## src/rtl/outagu.sv

```systemverilog
`default_nettype none
// ============================================================================
// Module   : outagu
// Purpose  : Output address generation unit. Accepts quantised bit-plane
//            words and writes each one to data memory. Addresses come from a
//            plane counter nested inside a two-level loop:
//            base + a + p, MSB plane first.
// Revision : 1.0 - initial release
// ============================================================================
module outagu #(
  parameter int BPREC    = 6,
  parameter int BDBANKA  = 15,
  parameter int BDBANKW  = 64,
  parameter int BWLENGTH = 8
) (
  input  logic                clk,
  input  logic                clr_n,
  input  logic                start,
  input  logic [BPREC-1:0]    oprecision,
  input  logic [BDBANKA-1:0]  obaseaddr,
  input  logic [BDBANKA-1:0]  ojump0,
  input  logic [BDBANKA-1:0]  ojump1,
  input  logic [BDBANKA-1:0]  ojump2,
  input  logic [BWLENGTH-1:0] olength1,
  input  logic [BWLENGTH-1:0] olength2,
  input  logic                in_valid,
  input  logic [BDBANKW-1:0]  in_data,
  output logic                in_ready,
  output logic                out_we,
  output logic [BDBANKA-1:0]  out_addr,
  output logic [BDBANKW-1:0]  out_data,
  output logic                busy,
  output logic                done
);

  typedef enum logic [1:0] {
    S_IDLE = 2'd0,
    S_RUN  = 2'd1,
    S_DONE = 2'd2
  } state_t;

  state_t state;
  state_t state_nxt;

  // Job configuration captured at start.
  logic [BPREC-1:0]    prec;
  logic [BDBANKA-1:0]  base;
  logic [BDBANKA-1:0]  jump0;
  logic [BDBANKA-1:0]  jump1;
  logic [BDBANKA-1:0]  jump2;
  logic [BWLENGTH-1:0] len1;
  logic [BWLENGTH-1:0] len2;

  // Loop state.
  logic [BPREC-1:0]    p;
  logic [BWLENGTH-1:0] c1;
  logic [BWLENGTH-1:0] c2;
  logic [BDBANKA-1:0]  a;

  logic                launch;
  logic                accept;
  logic                vec_end;
  logic                inner_end;
  logic                outer_end;
  logic                final_word;
  logic [BPREC-1:0]    prec_last;
  logic [BDBANKA-1:0]  wr_addr;

  // A zero precision still means one plane per vector.
  logic [BPREC-1:0]    prec_in;
  assign prec_in = (oprecision == '0) ? BPREC'(1) : oprecision;

  // Loop-boundary decode and the address of the word being accepted.
  assign launch     = start && (state == S_IDLE);
  assign accept     = in_valid && (state == S_RUN);
  assign prec_last  = prec - BPREC'(1);
  assign vec_end    = (p == prec_last);
  assign inner_end  = (c1 == len1);
  assign outer_end  = (c2 == len2);
  assign final_word = accept && vec_end && inner_end && outer_end;
  assign wr_addr    = base + a + BDBANKA'(p);

  // Handshake and status derive from the state alone, never from in_valid.
  assign in_ready = (state == S_RUN);
  assign busy     = (state != S_IDLE);
  assign done     = (state == S_DONE);

  // State register.
  always_ff @(posedge clk or negedge clr_n) begin
    if (!clr_n) begin
      state <= S_IDLE;
    end else begin
      state <= state_nxt;
    end
  end

  // Next-state logic: DONE lasts exactly one cycle.
  always_comb begin
    state_nxt = state;
    case (state)
      S_IDLE:  if (start) state_nxt = S_RUN;
      S_RUN:   if (final_word) state_nxt = S_DONE;
      S_DONE:  state_nxt = S_IDLE;
      default: state_nxt = S_IDLE;
    endcase
  end

  // Configuration latch, loaded only when a job is launched from IDLE.
  always_ff @(posedge clk or negedge clr_n) begin
    if (!clr_n) begin
      prec  <= BPREC'(1);
      base  <= '0;
      jump0 <= '0;
      jump1 <= '0;
      jump2 <= '0;
      len1  <= '0;
      len2  <= '0;
    end else if (launch) begin
      prec  <= prec_in;
      base  <= obaseaddr;
      jump0 <= ojump0;
      jump1 <= ojump1;
      jump2 <= ojump2;
      len1  <= olength1;
      len2  <= olength2;
    end
  end

  // Plane / loop counters and loop address; they advance only on acceptance.
  always_ff @(posedge clk or negedge clr_n) begin
    if (!clr_n) begin
      p  <= '0;
      c1 <= '0;
      c2 <= '0;
      a  <= '0;
    end else if (launch) begin
      p  <= '0;
      c1 <= '0;
      c2 <= '0;
      a  <= '0;
    end else if (accept) begin
      if (!vec_end) begin
        p <= p + BPREC'(1);
      end else begin
        p <= '0;
        if (!inner_end) begin
          c1 <= c1 + BWLENGTH'(1);
          a  <= a + jump0;
        end else begin
          c1 <= '0;
          if (!outer_end) begin
            c2 <= c2 + BWLENGTH'(1);
            a  <= a + jump1;
          end else begin
            // Final word of the job: outer jump closes the address walk.
            a  <= a + jump2;
          end
        end
      end
    end
  end

  // Registered write port: one strobe per accepted word, data held otherwise.
  always_ff @(posedge clk or negedge clr_n) begin
    if (!clr_n) begin
      out_we   <= 1'b0;
      out_addr <= '0;
      out_data <= '0;
    end else begin
      out_we <= accept;
      if (accept) begin
        out_addr <= wr_addr;
        out_data <= in_data;
      end
    end
  end

endmodule
`default_nettype wire

```

## config.mk

```make
export PLATFORM = sky130hd
export DESIGN_NAME = outagu
export DESIGN_NICKNAME = d
export VERILOG_FILES = /design/src/rtl/outagu.sv
export SDC_FILE = /design/constraint.sdc
export NUM_CORES = 1
export LEC_CHECK = 0
export CORE_AREA = 2 2 185 187
export DETAILED_ROUTE_END_ITERATION = 7
export DIE_AREA = 0 0 187 189
export PLACE_DENSITY = 0.63
export SLEW_MARGIN = 20
export SYNTH_ARGS = -nofsm -noshare
export SYNTH_HDL_FRONTEND = slang
export SYNTH_SLANG_ARGS = --single-unit
```

## constraint.sdc

```tcl
create_clock -name clk -period 3.82 [get_ports clk]
set_input_delay 1.146 -clock clk [delete_from_list [all_inputs] [get_ports clk]]
set_output_delay 1.146 -clock clk [all_outputs]
set_load 0.1 [all_outputs]
```

After elaboration in Yosys (flattened, before gate mapping). Index checks and enable logic that the tools add are counted.

Add/subtract/negate cells: 9. Equality and inequality tests: 8. Muxes and demuxes: 21. Reductions and logical operators: 14.

Operator list (number): $mux W15 (5); $mux W8 (9); $add A15 B15 Y15 (4); $mux W6 (4); $add A8 B1 Y8 const B (2); $eq A8 B8 Y1 (2); $add A15 B6 Y15 (1); $reduce_bool A2 Y1 (4); $add A6 B1 Y6 const B (1); $eq A6 B6 Y1 (1); $logic_not A6 Y1 (1); $sub A6 B1 Y6 const B (1); $logic_and A1 B1 Y1 (5); $mux W2 (2); $ne A2 B2 Y1 const B (2); $pmux W2 S2 (1); $reduce_and A2 Y1 (2); $reduce_and A4 Y1 (1); $eq A2 B1 Y1 const B (1); $eq A2 B2 Y1 const B (1); $logic_not A2 Y1 (1); $ne A2 B1 Y1 const B (1).

Flip-flop bits (word level): 201. Input bits: 150. Output and inout bits: 83. Word-level logic and storage cells: 67.

Logic depth before layout (Yosys ltp).
Word-level depth: 7. Depth in mapped cells: 17. Depth with buffers taken out: 15.

Least setup slack after synthesis. OpenSTA, ideal clock, no wires.

Kind: register to register. From: reg state[1]. To: reg c2[5]. Library setup time: 0.119 ns. Arrival time: 3.575 ns. Data required time: 3.701 ns. Setup slack: 0.126 ns. Stages on the path, launching flop included: 8. Path buffers: 1. Period minus slack after synthesis: 3.694 ns. Cell sequence: dfrtp_1 nor2b_1 nand2_1 or4_1 buf_2 or3_1 xnor2_1 and2_1.

Word-level cells in the longest chain between the ends: 4. Elaborated cells on any way between the ends: 10. Classes of those cells: eq/ne (2); mux (1); reduce/logical (7).

RTL lines: start: declaration (line 42) `state_t state;`; start signal: assignment (line 93) `state <= state_nxt;`; $eq A2 B1 Y1; named net in_ready (line 28) `output logic in_ready,`; $logic_and A1 B1 Y1 (line 75) `assign accept = in_valid && (state == S_RUN);`; $reduce_bool A2 Y1 (no source line); $reduce_and A4 Y1 (no source line); end signal: assignment (line 152) `c2 <= c2 + BWLENGTH'(1);`; end: declaration (line 57) `logic [BWLENGTH-1:0] c2;`.

The timed path passes the listed nets, and every way through them passes these cells. A chain may end at the register's enable or synchronous reset.

Worst setup path after layout.
From: reg c2[6]. To: reg a[14].

Word-level cells in the longest chain between the ends: 6.

RTL lines: $eq A8 B8 Y1 (line 79) `assign outer_end = (c2 == len2);`; $mux W15 (line 151) `if (!outer_end) begin`; $mux W15 (line 146) `if (!inner_end) begin`; $mux W15 (line 142) `if (!vec_end) begin`; $mux W15 (line 141) `end else if (accept) begin`; $mux W15 (line 136) `end else if (launch) begin`; end signal: assignment (line 148) `a <= a + jump0;`; end signal: assignment (line 153) `a <= a + jump1;`; end signal: assignment (line 156) `a <= a + jump2;`; end: declaration (line 58) `logic [BDBANKA-1:0] a;`.

Every way passes these cells. The select of a mux whose other input is x is not followed.

==> summary.txt <==
I/O pins: 233
post-synthesis sequential area ratio: 51.1%
GRT overflow: 0
syn nets: 1,322
initial core utilization: 29.6%
dpl cells: 1,767
pwr/cell area: 450 nW/um^2
Slew @ Worst Pin: 0.960 ns
hold_buf cts: 0
Initial DRT Pass Iterations: 5
clock root buffer: clkbuf_16
kind of critical path: reg2reg
Die Span Y: 189 microns
final non-filler cell total: 1,810
Final Hold Viols: 0
DR WL/cell: 14.2 microns
Tmin final: 3.46 ns
drt total wl: 25.7 mm
syn_area_per_cell: 8.76 sq um
HP Class: reg2reg
initial antenna violation count: 2
Setup crit start kind: flop
Final setup viols: 0
antenna viol nets, final: 0
Yosys Warn Count: 0
Worst setup EP type: flop
ys async rst share: 100%
Synth Cell Area: 9840 sq um
status: finished, final reports clean
prevailing post-synth register cell: dfrtp_1
CP Max Fanout: 19
nets@finish: 1,543
CTS max path bufs: 3
FMAX: 289 MHz
maximum vdd ir drop: 363 uV
Post-Route Utilization: 40.0%
Final Slew Violations: 0
setup TNS after final layout: 0 ns
global-route wire length before repair: 42.4 mm
IO Port Bufs: 232
largest net degree at the start of global routing: 99
number of remaining DRC errors: 0
CTS tree: done
crit path DAT: 3.90 ns
DR vias/cell: 4.56
# clock sinks: 201
site row count: 67
core area: 33,300 sq um
H-tree levels: 1
full die area: 35,300 sq um
Final Wtd Congestion: 0.877
Slew HR: 35.8%
DIE WIDTH: 187 microns
unique cell type count in the Yosys netlist: 51
clk slew on worst S/H paths: 0.06 ns
crit share post-route: 90.7%
gr usage total: 14.6%
layout overhead on the synthesized area: 35.2%
Final Skew: 0.0152 ns
worst endpoint required time: 4.25 ns
layout cells sized above 1: 10.7%
number of max-cap violations: 0
DR vias: 8,247
Post-synth EDFFs: 0
vias in the first global route: 8,216
leak pwr: 6.94 nW
final HPWL from detailed placement: 18.6 mm
CTS buffer count: 24
Gate Count Post-Synth: 1,124
clk_lat worst skew: 0.52 ns
1st-iter DRT viols: 296
register bit count reported by yosys: 201
RSZ-0062 raised after global routing: no
## cell usage after synthesis, types with 3 or more instances
cell type  number  share of area, %
or3_1           5              0.32
nor2b_1         6              0.38
nand2b_1        4              0.25
nor3_1         13              0.66
xor2_1         27               2.4
a21o_1         11              0.84
o31ai_1         5              0.38
fa_1            8               1.6
nand4b_1        4              0.36
xnor2_1        24               2.1
buf_1           3              0.11
and3_1          5              0.32
inv_1          27               1.0
mux2i_1        18               1.8
nand2_1       468                18
nand4_1         6              0.38
ha_1           40               5.1
buf_2           3              0.15
dfrtp_1       200                51
o211ai_1        5              0.38
nor2_1         43               1.6
a21oi_1        41               2.1
nor4_1          4              0.25
clkbuf_1       44               1.7
a31oi_1         5              0.32
a211oi_1        4              0.31
o21ai_0        44               2.2
nand3_1        26               1.3
## worst paths after layout
| check | endpoint | slack [ns] | cells past startpoint | from |
|---|---|---|---|---|
| min in group asynchronous | out_data[0] | 0.67 | 1 | clr_n |
| max in group asynchronous | out_data[1] | 2.25 | 2 | clr_n |
| worst min-delay path | out_data[45] | 0.47 | 2 | out_data[45] |
| worst max-delay path | a[14] | 0.36 | 16 | c2[6] |
| worst min register to register | out_data[45] | 0.47 | 2 | out_data[45] |
| worst max register to register | a[14] | 0.36 | 16 | c2[6] |
## flip-flops by register name, summed over array words and instances (netlist names)
signal and count:
len2 8, base 15, jump0 15, a 15
jump1 15, jump2 15, out_addr 15, c2 8
out_data 64, len1 8, c1 8, state 2
prec 6, out_we 1, p 6
## layout by cell type, fill, tap and decap left out, drive strengths merged, types with 2 or more instances in the layout
cell	count
mux2i	18
a21oi	41
a21o	11
clkdlybuf4s50	149
nor3	14
nor2	44
nand2	468
nor3b	2
and2	2
or4	2
inv	28
o21ai	44
clkbuf	34
a31oi	5
o211ai	5
xor2	27
o31ai	5
clkinvlp	3
nor2b	6
nand2b	4
or3	5
a211oi	4
fa	8
o21a	2
a21boi	2
o41ai	2
ha	40
nand3	26
dfrtp	200
buf	95
nor4	4
a211o	2
nand4b	4
xnor2	24
clkinv	4
and4	2
nand4	6
and3	5
## cell families (layout without fill, tap and decap cells)
group	count (synthesis)	in the layout	synth area share, %
adders and majority gates	48	48	6.71
other	0	1	0
buffers and inverters	77	314	2.97
DFF	201	201	51.1
xor gates and xnor gates	51	51	4.54
muxes	18	18	1.83
and+or+nand+nor	595	595	24.6
AOI/OAI and AO/OA	134	134	8.21
## worst max-delay path, stage by stage (launching register included)
cell       delay, ns
dfrtp_1         0.42
xor2_1          0.18
nor4_2          0.31
nand2_1         0.14
buf_12          0.18
mux2i_1         0.13
a21oi_1         0.15
ha_1            0.18
inv_1           0.05
fa_1            0.39
nand2b_1        0.18
a21oi_1         0.24
o311a_1         0.21
o2bb2ai_1       0.17
nor3b_1         0.22
mux2i_1         0.09
o211ai_1        0.11
## what timing repair did
| item | CTS | global route |
|---|---|---|
| gates resized for setup | 0 | 1 |
| endpoints found under the setup margin | 0 | 1 |
| setup buffers | 0 | 0 |
## layer usage
layer | GRT usage [%] | part of all wire, % | vias to the layer above
met5 | 0 | 0.051 | -
met3 | 3.10 | 6.5 | 26
li1 | - | - | 4126
met2 | 23.9 | 44 | 279
met1 | 19.9 | 48 | 3814
met4 | 2.93 | 1.4 | 2
## where the power goes
group | internal [W] | leakage, nW | total [W] | switching (W)
Clock | 0.00134 | 0.376 | 0.00223 | 0.000890
Combinational | 0.000406 | 3.91 | 0.00139 | 0.000982
Sequential | 0.00226 | 2.65 | 0.00237 | 0.000113
## per-stage QoR
step                total power [W]  area (sq um)  setup WS, ns  hold slack, ns
floorplan                   0.00333          9840         0.126           0.445
global placement            0.00379         12500         0.408           0.458
detailed placement          0.00381         12500         0.335           0.464
CTS                         0.00608         13300         0.323           0.478
global route                0.00627         13300        0.0328           0.496
finish                      0.00599         13300         0.356           0.474
## final cells by class
type                       instances  area, sq um
timing repair buffer             245         2280
clock inverter                     9         81.3
tap                              448          561
multi-input combinational        846         4550
clock buffer                      33          696
inverter                          27          101
fill                            3266        20000
sequential                       201         5030
antenna                            1         2.50
Note: power is estimated with default switching activity, not from simulation.
